<file path="src/rtl/btb_update_ctrl_if.sv">
// rtl/btb_update_ctrl_if.sv - EX/IF/BTB-side signal bundle for the BTB write-port controller
//
// Purpose: groups the update handshake, flush control/status and BTB write
// port of btb_update_ctrl into a single interface.
// Modports:
//   master - the environment (EX, IF, BTB): drives upd_valid/upd_pc/upd_target/flush_req,
//            observes upd_ready, flush_busy, lookup_block and wr_*.
//   slave  - btb_update_ctrl itself.
interface btb_update_ctrl_if #(
  parameter int ADDR_WIDTH  = 64,
  parameter int INDEX_WIDTH = 10,
  parameter int TAG_WIDTH   = ADDR_WIDTH - INDEX_WIDTH
);
  logic                   upd_valid;
  logic [ADDR_WIDTH-1:0]  upd_pc;
  logic [ADDR_WIDTH-1:0]  upd_target;
  logic                   upd_ready;
  logic                   flush_req;
  logic                   flush_busy;
  logic                   lookup_block;
  logic                   wr_en;
  logic [INDEX_WIDTH-1:0] wr_index;
  logic [TAG_WIDTH-1:0]   wr_tag;
  logic [ADDR_WIDTH-1:0]  wr_target;
  logic                   wr_vld;

  modport master (
    output upd_valid, upd_pc, upd_target, flush_req,
    input  upd_ready, flush_busy, lookup_block,
    input  wr_en, wr_index, wr_tag, wr_target, wr_vld
  );

  modport slave (
    input  upd_valid, upd_pc, upd_target, flush_req,
    output upd_ready, flush_busy, lookup_block,
    output wr_en, wr_index, wr_tag, wr_target, wr_vld
  );
endinterface

</file>
<file path="src/rtl/btb_update_ctrl.sv">
// rtl/btb_update_ctrl.sv - BTB write-port controller: update FIFO plus invalidation sweep
//
// Purpose: queues taken-branch updates from EX, sweeps every BTB entry invalid
// after reset and on flush_req, and drives the BTB's single registered write port.
// Ports:
//   clk      - rising-edge clock
//   reset_n  - asynchronous active-low reset
//   bus      - btb_update_ctrl_if.slave: upd_* handshake, flush_req/flush_busy,
//              lookup_block to IF, registered wr_* BTB write port
module btb_update_ctrl #(
  parameter int ADDR_WIDTH  = 64,
  parameter int INDEX_WIDTH = 10,
  parameter int TAG_WIDTH   = ADDR_WIDTH - INDEX_WIDTH,
  parameter int FIFO_DEPTH  = 4
) (
  input  logic             clk,
  input  logic             reset_n,
  btb_update_ctrl_if.slave bus
);

  localparam int PTR_W = $clog2(FIFO_DEPTH);
  localparam logic [INDEX_WIDTH-1:0] LAST_IDX = '1;
  localparam logic [PTR_W:0] FULL_OCC = (PTR_W+1)'(FIFO_DEPTH);

  typedef enum logic {
    SWEEP = 1'b0,
    IDLE  = 1'b1
  } state_t;

  state_t                 state;
  logic [INDEX_WIDTH-1:0] cnt;

  logic [ADDR_WIDTH-1:0]  fifo_pc  [FIFO_DEPTH];
  logic [ADDR_WIDTH-1:0]  fifo_tgt [FIFO_DEPTH];
  logic [PTR_W-1:0]       wptr;
  logic [PTR_W-1:0]       rptr;
  logic [PTR_W:0]         occ;

  logic                   wr_en_q;
  logic [INDEX_WIDTH-1:0] wr_index_q;
  logic [TAG_WIDTH-1:0]   wr_tag_q;
  logic [ADDR_WIDTH-1:0]  wr_target_q;
  logic                   wr_vld_q;

  logic full;
  logic empty;
  logic push;
  logic pop;

  assign full  = (occ == FULL_OCC);
  assign empty = (occ == '0);

  // A flush in the same cycle blocks both the enqueue and the pop, so the
  // queue is cleared without any entry slipping through.
  assign bus.upd_ready = (state == IDLE) && !full && !bus.flush_req;
  assign push          = bus.upd_valid && bus.upd_ready;
  assign pop           = (state == IDLE) && !empty && !bus.flush_req;

  assign bus.flush_busy   = (state == SWEEP);
  assign bus.lookup_block = (state == SWEEP);

  assign bus.wr_en     = wr_en_q;
  assign bus.wr_index  = wr_index_q;
  assign bus.wr_tag    = wr_tag_q;
  assign bus.wr_target = wr_target_q;
  assign bus.wr_vld    = wr_vld_q;

  // Queue storage carries no reset; occupancy alone decides what is valid.
  always_ff @(posedge clk) begin
    if (push) begin
      fifo_pc[wptr]  <= bus.upd_pc;
      fifo_tgt[wptr] <= bus.upd_target;
    end
  end

  always_ff @(posedge clk or negedge reset_n) begin
    if (!reset_n) begin
      state       <= SWEEP;
      cnt         <= '0;
      wptr        <= '0;
      rptr        <= '0;
      occ         <= '0;
      wr_en_q     <= 1'b0;
      wr_index_q  <= '0;
      wr_tag_q    <= '0;
      wr_target_q <= '0;
      wr_vld_q    <= 1'b0;
    end else begin
      case (state)
        SWEEP: begin
          wr_en_q     <= 1'b1;
          wr_index_q  <= cnt;
          wr_tag_q    <= '0;
          wr_target_q <= '0;
          wr_vld_q    <= 1'b0;
          // A flush mid-sweep restarts from index 0 after the current write.
          if (bus.flush_req) begin
            cnt <= '0;
          end else if (cnt == LAST_IDX) begin
            cnt   <= '0;
            state <= IDLE;
          end else begin
            cnt <= cnt + INDEX_WIDTH'(1);
          end
        end

        IDLE: begin
          if (bus.flush_req) begin
            state   <= SWEEP;
            cnt     <= '0;
            wptr    <= '0;
            rptr    <= '0;
            occ     <= '0;
            wr_en_q <= 1'b0;
          end else begin
            wr_en_q <= pop;
            if (pop) begin
              wr_index_q  <= fifo_pc[rptr][INDEX_WIDTH-1:0];
              wr_tag_q    <= fifo_pc[rptr][ADDR_WIDTH-1:INDEX_WIDTH];
              wr_target_q <= fifo_tgt[rptr];
              wr_vld_q    <= 1'b1;
              rptr        <= rptr + PTR_W'(1);
            end
            if (push) begin
              wptr <= wptr + PTR_W'(1);
            end
            case ({push, pop})
              2'b10:   occ <= occ + (PTR_W+1)'(1);
              2'b01:   occ <= occ - (PTR_W+1)'(1);
              default: occ <= occ;
            endcase
          end
        end

        default: state <= SWEEP;
      endcase
    end
  end

endmodule

</file>
<file path="src/flat_wrapper.sv">
// flat-port wrapper written by rule: the top's interface ports become plain ports
module btb_update_ctrl_flat 
#(
  parameter int ADDR_WIDTH  = 64,
  parameter int INDEX_WIDTH = 10,
  parameter int TAG_WIDTH   = ADDR_WIDTH - INDEX_WIDTH,
  parameter int FIFO_DEPTH  = 4
)
  (clk, reset_n, bus_upd_valid, bus_upd_pc, bus_upd_target, bus_flush_req, bus_upd_ready, bus_flush_busy, bus_lookup_block, bus_wr_en, bus_wr_index, bus_wr_tag, bus_wr_target, bus_wr_vld);
  btb_update_ctrl_if #(.ADDR_WIDTH(ADDR_WIDTH), .INDEX_WIDTH(INDEX_WIDTH), .TAG_WIDTH(TAG_WIDTH)) bus_i ();
  input  logic clk;
  input  logic reset_n;
  input wire logic [$bits(bus_i.upd_valid)-1:0] bus_upd_valid;
  input wire logic [$bits(bus_i.upd_pc)-1:0] bus_upd_pc;
  input wire logic [$bits(bus_i.upd_target)-1:0] bus_upd_target;
  input wire logic [$bits(bus_i.flush_req)-1:0] bus_flush_req;
  output wire logic [$bits(bus_i.upd_ready)-1:0] bus_upd_ready;
  output wire logic [$bits(bus_i.flush_busy)-1:0] bus_flush_busy;
  output wire logic [$bits(bus_i.lookup_block)-1:0] bus_lookup_block;
  output wire logic [$bits(bus_i.wr_en)-1:0] bus_wr_en;
  output wire logic [$bits(bus_i.wr_index)-1:0] bus_wr_index;
  output wire logic [$bits(bus_i.wr_tag)-1:0] bus_wr_tag;
  output wire logic [$bits(bus_i.wr_target)-1:0] bus_wr_target;
  output wire logic [$bits(bus_i.wr_vld)-1:0] bus_wr_vld;
  assign bus_i.upd_valid = bus_upd_valid;
  assign bus_i.upd_pc = bus_upd_pc;
  assign bus_i.upd_target = bus_upd_target;
  assign bus_i.flush_req = bus_flush_req;
  assign bus_upd_ready = bus_i.upd_ready;
  assign bus_flush_busy = bus_i.flush_busy;
  assign bus_lookup_block = bus_i.lookup_block;
  assign bus_wr_en = bus_i.wr_en;
  assign bus_wr_index = bus_i.wr_index;
  assign bus_wr_tag = bus_i.wr_tag;
  assign bus_wr_target = bus_i.wr_target;
  assign bus_wr_vld = bus_i.wr_vld;
  btb_update_ctrl #(.ADDR_WIDTH(ADDR_WIDTH), .INDEX_WIDTH(INDEX_WIDTH), .TAG_WIDTH(TAG_WIDTH), .FIFO_DEPTH(FIFO_DEPTH)) u_core (.clk(clk), .reset_n(reset_n), .bus(bus_i));
endmodule
</file>
<file path="config.mk">
export PLATFORM = sky130hd
export DESIGN_NAME = btb_update_ctrl_flat
export DESIGN_NICKNAME = d
export VERILOG_FILES = /design/src/rtl/btb_update_ctrl_if.sv /design/src/rtl/btb_update_ctrl.sv /design/src/flat_wrapper.sv
export SDC_FILE = /design/constraint.sdc
export NUM_CORES = 1
export LEC_CHECK = 0
export CAP_MARGIN = 10
export CORE_MARGIN = 10
export CORE_UTILIZATION = 40
export CTS_BUF_LIST = sky130_fd_sc_hd__clkbuf_4
export DETAILED_ROUTE_END_ITERATION = 12
export PLACE_DENSITY = 0.6
export SLEW_MARGIN = 20
export SYNTH_ARGS = -nofsm -noshare
export SYNTH_HDL_FRONTEND = slang
export SYNTH_SLANG_ARGS = --single-unit
export TNS_END_PERCENT = 10
</file>
<file path="constraint.sdc">
create_clock -name clk -period 4.8 [get_ports clk]
set_input_delay 0.96 -clock clk [delete_from_list [all_inputs] [get_ports clk]]
set_output_delay 0.96 -clock clk [all_outputs]
set_load 0.005 [all_outputs]
</file>
==> impl_metrics.json, run 1 <==
{
  "finalClockSkew_ns": 0.0563,
  "coreArea_sq_um": 60600,
  "total_power_mw": 11.5,
  "clk_latency_ns": 0.96,
  "critPathArrivalTime_ns": 2.71,
  "start_util_pct": 40.6,
  "power_density_nw_per_um2": 375,
  "antenna_left": 0,
  "cp-end-kind": "primary output",
  "met3_usage_pct": 6.31,
  "grt_max_degree": 92,
  "synthDominantCellAreaShare_pct": 62.5,
  "netlist_instances": 1355,
  "drv_slew": 0,
  "pin_count": 265,
  "grt.total_usage_pct": 16.5,
  "numPortBuffers": 264,
  "synth_edf_count": 512,
  "fin_nets": 1876,
  "cts.clk_slew.worst_paths_ns": 0.07,
  "rr_endpoint": "u_core.bus.wr_target[4]",
  "postCtsHoldBufs": 0,
  "ys_ff_latch": 660,
  "clock_path_buffers": 3,
  "timing_worst_slew_pin_value_ns": 0.985,
  "reg2reg_setup_slack_ns": 2.29,
  "grt_overflow_total": 0,
  "drive_gt1_share_pct": 24.2,
  "hold_viol": 0,
  "drt_pass1_iterations": 5,
  "syn_area_per_cell_sq_um": 18.2,
  "rsz0062_at_grt": "false",
  "crit_start": "bus_flush_req",
  "routed_wl_microns": 58000,
  "synth_area_sq_um": 24600,
  "postCtsSetupRepairBufs": 0,
  "synth_area_leader_cell": "edfxtp_1",
  "yosysSeqAreaShare_pct": 77.6,
  "vias": 13588,
  "max_slew_margin_pct": 34.3,
  "cts_buffers": 168,
  "num_rows": 90,
  "die_h_microns": 268,
  "cp-start-kind": "input pin",
  "yosysWarnings": 0,
  "first_global_vias": 14917,
  "synth_commonest_cells": "edfxtp_1 (512), nand2_1 (260), dfrtp_1 (148), nand3_1 (135), mux4_2 (128)",
  "grt_pass1_wl_microns": 88600,
  "crit_end": "bus_upd_ready",
  "area_growth_pct": 24.3,
  "cts_root_buf": "clkbuf_4",
  "setup_viol": 0,
  "cap_violations": 0,
  "layout_min_cycle_time_ns": 3.67,
  "crit_type": "input pin to primary output",
  "grt_busiest_layer": "met2",
  "synth_ff_type": "edfxtp_1",
  "p_leak_nw": 11.4,
  "die_w_microns": 268,
  "cts_tree": "built",
  "synth.most_common_cell": "edfxtp_1",
  "place.gp.congestion": 0.799,
  "viasPerCell": 5.09,
  "clock_sinks": 660,
  "synth_area_leaders": "edfxtp_1 (63%), dfrtp_1 (15%), mux4_2 (12%)",
  "synthArstFlopShare_pct": 22.4,
  "yosysUniqueCellTypes": 42,
  "drcViolationCount": 0,
  "required_ns": 3.84,
  "rr_worst_depth": 4,
  "final_util_pct": 50.5,
  "dpl.hpwl_microns": 32900,
  "min_path_type": "input pin to asynchronous set/reset pin",
  "holdWs_ns": 0.121,
  "grt_antenna_before_repair": 14,
  "drtIter0Drc": 856,
  "synthesis.nets": 1493,
  "h-tree-depth": 4,
  "peakVddDrop_mv": 0.180,
  "wl_per_cell_microns": 21.7,
  "placed_area_sq_um": 28200,
  "dieArea_sq_um": 71800,
  "fin_crit_sh_pct": 76.5,
  "r2r-start": "u_core.rptr[0]",
  "cts_resized": 0,
  "max_freq_ghz": 0.272,
  "fin_area_sq_um": 30600,
  "met1_usage_pct": 20.2,
  "cp_max_fo": 18,
  "run_status": "finished, final reports clean",
  "grtUsageMet2_pct": 26.3
}
where the power goes:
group	total, mW	internal (mW)	leakage, nW	switching, mW
Clock	5.02	2.76	1.37	2.26
Combinational	0.276	0.149	3.37	0.127
Sequential	6.18	6.17	6.63	0.0146
critical path, stage by stage:
cell and delay (ns):
clkdlybuf4s50_1 0.40, buf_4 0.20, nand2b_4 0.20, a21oi_1 0.34, clkdlybuf4s50_1 0.62
worst min path at each step:
stage | slack, ns | start | depth (start not counted) | to
global route | 0.07 | reset_n | 1 | u_core.bus.wr_target[36]
finish | 0.12 | reset_n | 1 | u_core.bus.wr_tag[48]
global placement | 0.47 | u_core.bus.wr_vld | 2 | u_core.bus.wr_vld
CTS | 0.04 | reset_n | 1 | u_core.bus.wr_tag[48]
floorplan | 0.47 | u_core.bus.wr_vld | 2 | u_core.bus.wr_vld
detailed placement | 0.47 | u_core.bus.wr_vld | 2 | u_core.bus.wr_vld
stage by stage:
stage | setup slack, ns | std cells | TNS (ns)
2_1_floorplan | -0.221 | 1355 | -84.80
3_3_place_gp | 1.17 | 2350 | 0
3_5_place_dp | 1.15 | 2350 | 0
4_1_cts | 1.06 | 2664 | 0
5_1_grt | 0.979 | 2667 | 0
6_report | 1.13 | 2669 | 0
state kept, by name, indices dropped and copies added, names as in the netlist:
name,flops
u_core.bus.wr_index,10
u_core.fifo_pc,256
u_core.bus.wr_target,64
u_core.bus.wr_vld,1
u_core.fifo_tgt,256
u_core.wptr,2
u_core.state,1
u_core.occ,3
u_core.bus.wr_en,1
u_core.rptr,2
u_core.bus.wr_tag,54
u_core.cnt,10
layout by cell type, fill, tap and decap left out, types with 10 or more instances in the layout:
master,netlist,final
inv_1,10,10
nand3_1,135,135
nand2_1,260,259
buf_4,9,17
clkbuf_4,0,268
clkinv_1,1,28
edfxtp_1,512,512
clkdlybuf4s50_1,0,263
mux4_2,128,128
dfrtp_1,148,145
cell families after synthesis:
kind of cell	synth area share (%)
compound gates	0.875
flops	77.6
xor+xnor	0.142
simple gates	7.68
buf+inv	1.64
fa+ha+maj	0.305
mux	11.8
area by class of cell:
cell class | instances | area [sq um]
clock inverters | 46 | 327
clock buffers | 268 | 2010
inverters | 11 | 41.3
diodes | 5 | 12.5
multi-input cells | 607 | 5150
well taps | 782 | 978
flip-flops and latches | 660 | 19100
fillers | 5160 | 30000
repair buffers | 290 | 2950
metal layers:
metal / part of all wire, % / up-vias
li1: - / 6112
met1: 42 / 6956
met2: 48 / 399
met3: 7.9 / 103
met4: 1.8 / 18
met5: 0.19 / -
(Power assumes the default switching activity.)
==> inputs of run 2 (changes only) <==
==> constraint.sdc (replaced) <==
create_clock -name clk -period 3.5 [get_ports clk]
set_input_delay 0.7 -clock clk [delete_from_list [all_inputs] [get_ports clk]]
set_output_delay 0.7 -clock clk [all_outputs]
set_load 0.005 [all_outputs]
==> impl_metrics.json, run 2 (synthesis results as in run 1) <==
{
  "run_status": "finished, final reports clean",
  "numPortBuffers": 264,
  "coreArea_sq_um": 60600,
  "clock_path_buffers": 3,
  "first_global_vias": 14882,
  "routed_wl_microns": 58000,
  "cp-start-kind": "flip-flop",
  "grt_overflow_total": 0,
  "power_density_nw_per_um2": 505,
  "drt_pass1_iterations": 4,
  "fin_nets": 1884,
  "dpl.hpwl_microns": 34100,
  "crit_path_top_delay_cell": "dfrtp_4",
  "path_cells": "clkinv_1, clkdlybuf4s50_1",
  "clk_latency_ns": 0.96,
  "antenna_left": 0,
  "dieArea_sq_um": 71800,
  "area_growth_pct": 24.7,
  "peakVddDrop_mv": 0.250,
  "pin_count": 265,
  "final_cell_mix": "edfxtp_1 (512), clkdlybuf4s50_1 (263), nand2_1 (259)",
  "place.gp.congestion": 0.780,
  "grt_max_degree": 89,
  "grt_pass1_wl_microns": 88600,
  "cts_tree": "built",
  "fin_crit_sh_pct": 93.5,
  "grt.total_usage_pct": 16.5,
  "cp_max_fo": 30,
  "die_h_microns": 268,
  "clock_sinks": 660,
  "vias": 13611,
  "wl_per_cell_microns": 21.6,
  "final_util_pct": 50.6,
  "viasPerCell": 5.08,
  "timing_worst_slew_pin_value_ns": 0.880,
  "min_path_type": "input pin to asynchronous set/reset pin",
  "cts_root_buf": "clkbuf_4",
  "max_freq_ghz": 0.306,
  "p_leak_nw": 11.4,
  "finalClockSkew_ns": 0.0383,
  "cp-end-kind": "primary output",
  "cts.clk_slew.worst_paths_ns": 0.06,
  "dp.cells": 2355,
  "cpPeakStageDelay_ns": 0.67,
  "drcViolationCount": 0,
  "die_w_microns": 268,
  "drive_gt1_share_pct": 23.9,
  "final_cells": 2678,
  "start_util_pct": 40.6,
  "layout_min_cycle_time_ns": 3.27,
  "h-tree-depth": 4,
  "max_slew_margin_pct": 41.4,
  "cap_violations": 0,
  "drv_slew": 0,
  "rsz0062_at_grt": "true",
  "cts_buffers": 170,
  "num_rows": 90,
  "fillers": 5142,
  "crit_type": "flip-flop to primary output",
  "critPathArrivalTime_ns": 2.57,
  "drtIter0Drc": 908,
  "setup_viol": 0,
  "tns_ns": 0,
  "total_power_mw": 15.5,
  "final_common_cell": "edfxtp_1",
  "hold_viol": 0,
  "grt_antenna_before_repair": 19,
  "required_ns": 2.80
}
-- run 2: cell types whose count changed in the layout (fill, tap and decap cells not counted), sizes merged --
cell         previous run  this run
clkbuf                269       257
dlygate4sd3             0         1
bufinv                  4         2
diode                   5         7
buf                    26        32
inv                    10        12
clkinv                 37        49
-- run 2: path summary, 6_finish.rpt --
path                                    start                     end  slack (ns)  depth (start not counted)
max in group asynchronous             reset_n            u_core.state        2.30                          3
hold / removal                        reset_n   u_core.bus.wr_tag[33]        0.32                          2
hold reg to reg             u_core.bus.wr_vld       u_core.bus.wr_vld        0.48                          2
setup / recovery                 u_core.state        bus_lookup_block        0.23                          2
setup reg to reg                 u_core.state           u_core.occ[2]        1.17                          4
min in group clk           bus_upd_target[16]  u_core.fifo_tgt[1][16]        0.37                          1
-- run 2: final cells by class --
type                    instances  area (sq um)  share of cell area (%)
diodes                          7          17.5                  0.0571
clock buffers                 257          1930                    6.29
clock inverters                58           322                    1.05
inverters                      11          41.3                   0.135
multi-input cells             607          5160                    16.8
flip-flops and latches        660         19100                    62.2
well taps                     782           978                    3.19
repair buffers                296          3140                    10.2
-- run 2: power breakdown --
part / total [mW] / internal [mW] / switching, mW
clock network: 6.61 / 3.53 / 3.09
logic: 0.386 / 0.210 / 0.176
registers: 8.48 / 8.46 / 0.0169
-- run 2: layer usage --
| metal | up-vias | GRT usage, % | part of all wire (%) |
|---|---|---|---|
| met2 | 397 | 26.0 | 49 |
| met3 | 101 | 6.66 | 7.8 |
| met5 | - | 0 | 0.36 |
| li1 | 6130 | - | - |
| met1 | 6953 | 20.2 | 42 |
| met4 | 30 | 5.95 | 1.5 |
-- run 2: critical path: cells and delay by family (launching register included) --
family                 cells  cell delay [ns]
buffers and inverters      2             0.97
flip-flops                 1             0.67
-- run 2: repair_timing --
| action | 4_1_cts | 5_1_grt |
|---|---|---|
| setup buffers | 0 | 0 |
| resized for setup | 0 | 1 |
| hold endpoints to repair | 51 | 0 |
| hold buffers | 1 | 0 |
| endpoints found under the setup margin | 0 | 3 |
-- run 2: through the flow --
step	cell area (sq um)	worst slack (ns)	hold slack, ns
after detailed placement	28400	0.621	0.468
after CTS	30600	0.0147	0.201
after global placement	28400	0.608	0.464
after global routing	30700	-0.0347	0.258
after floorplan	24600	-1.26	0.404
final	30700	0.227	0.316
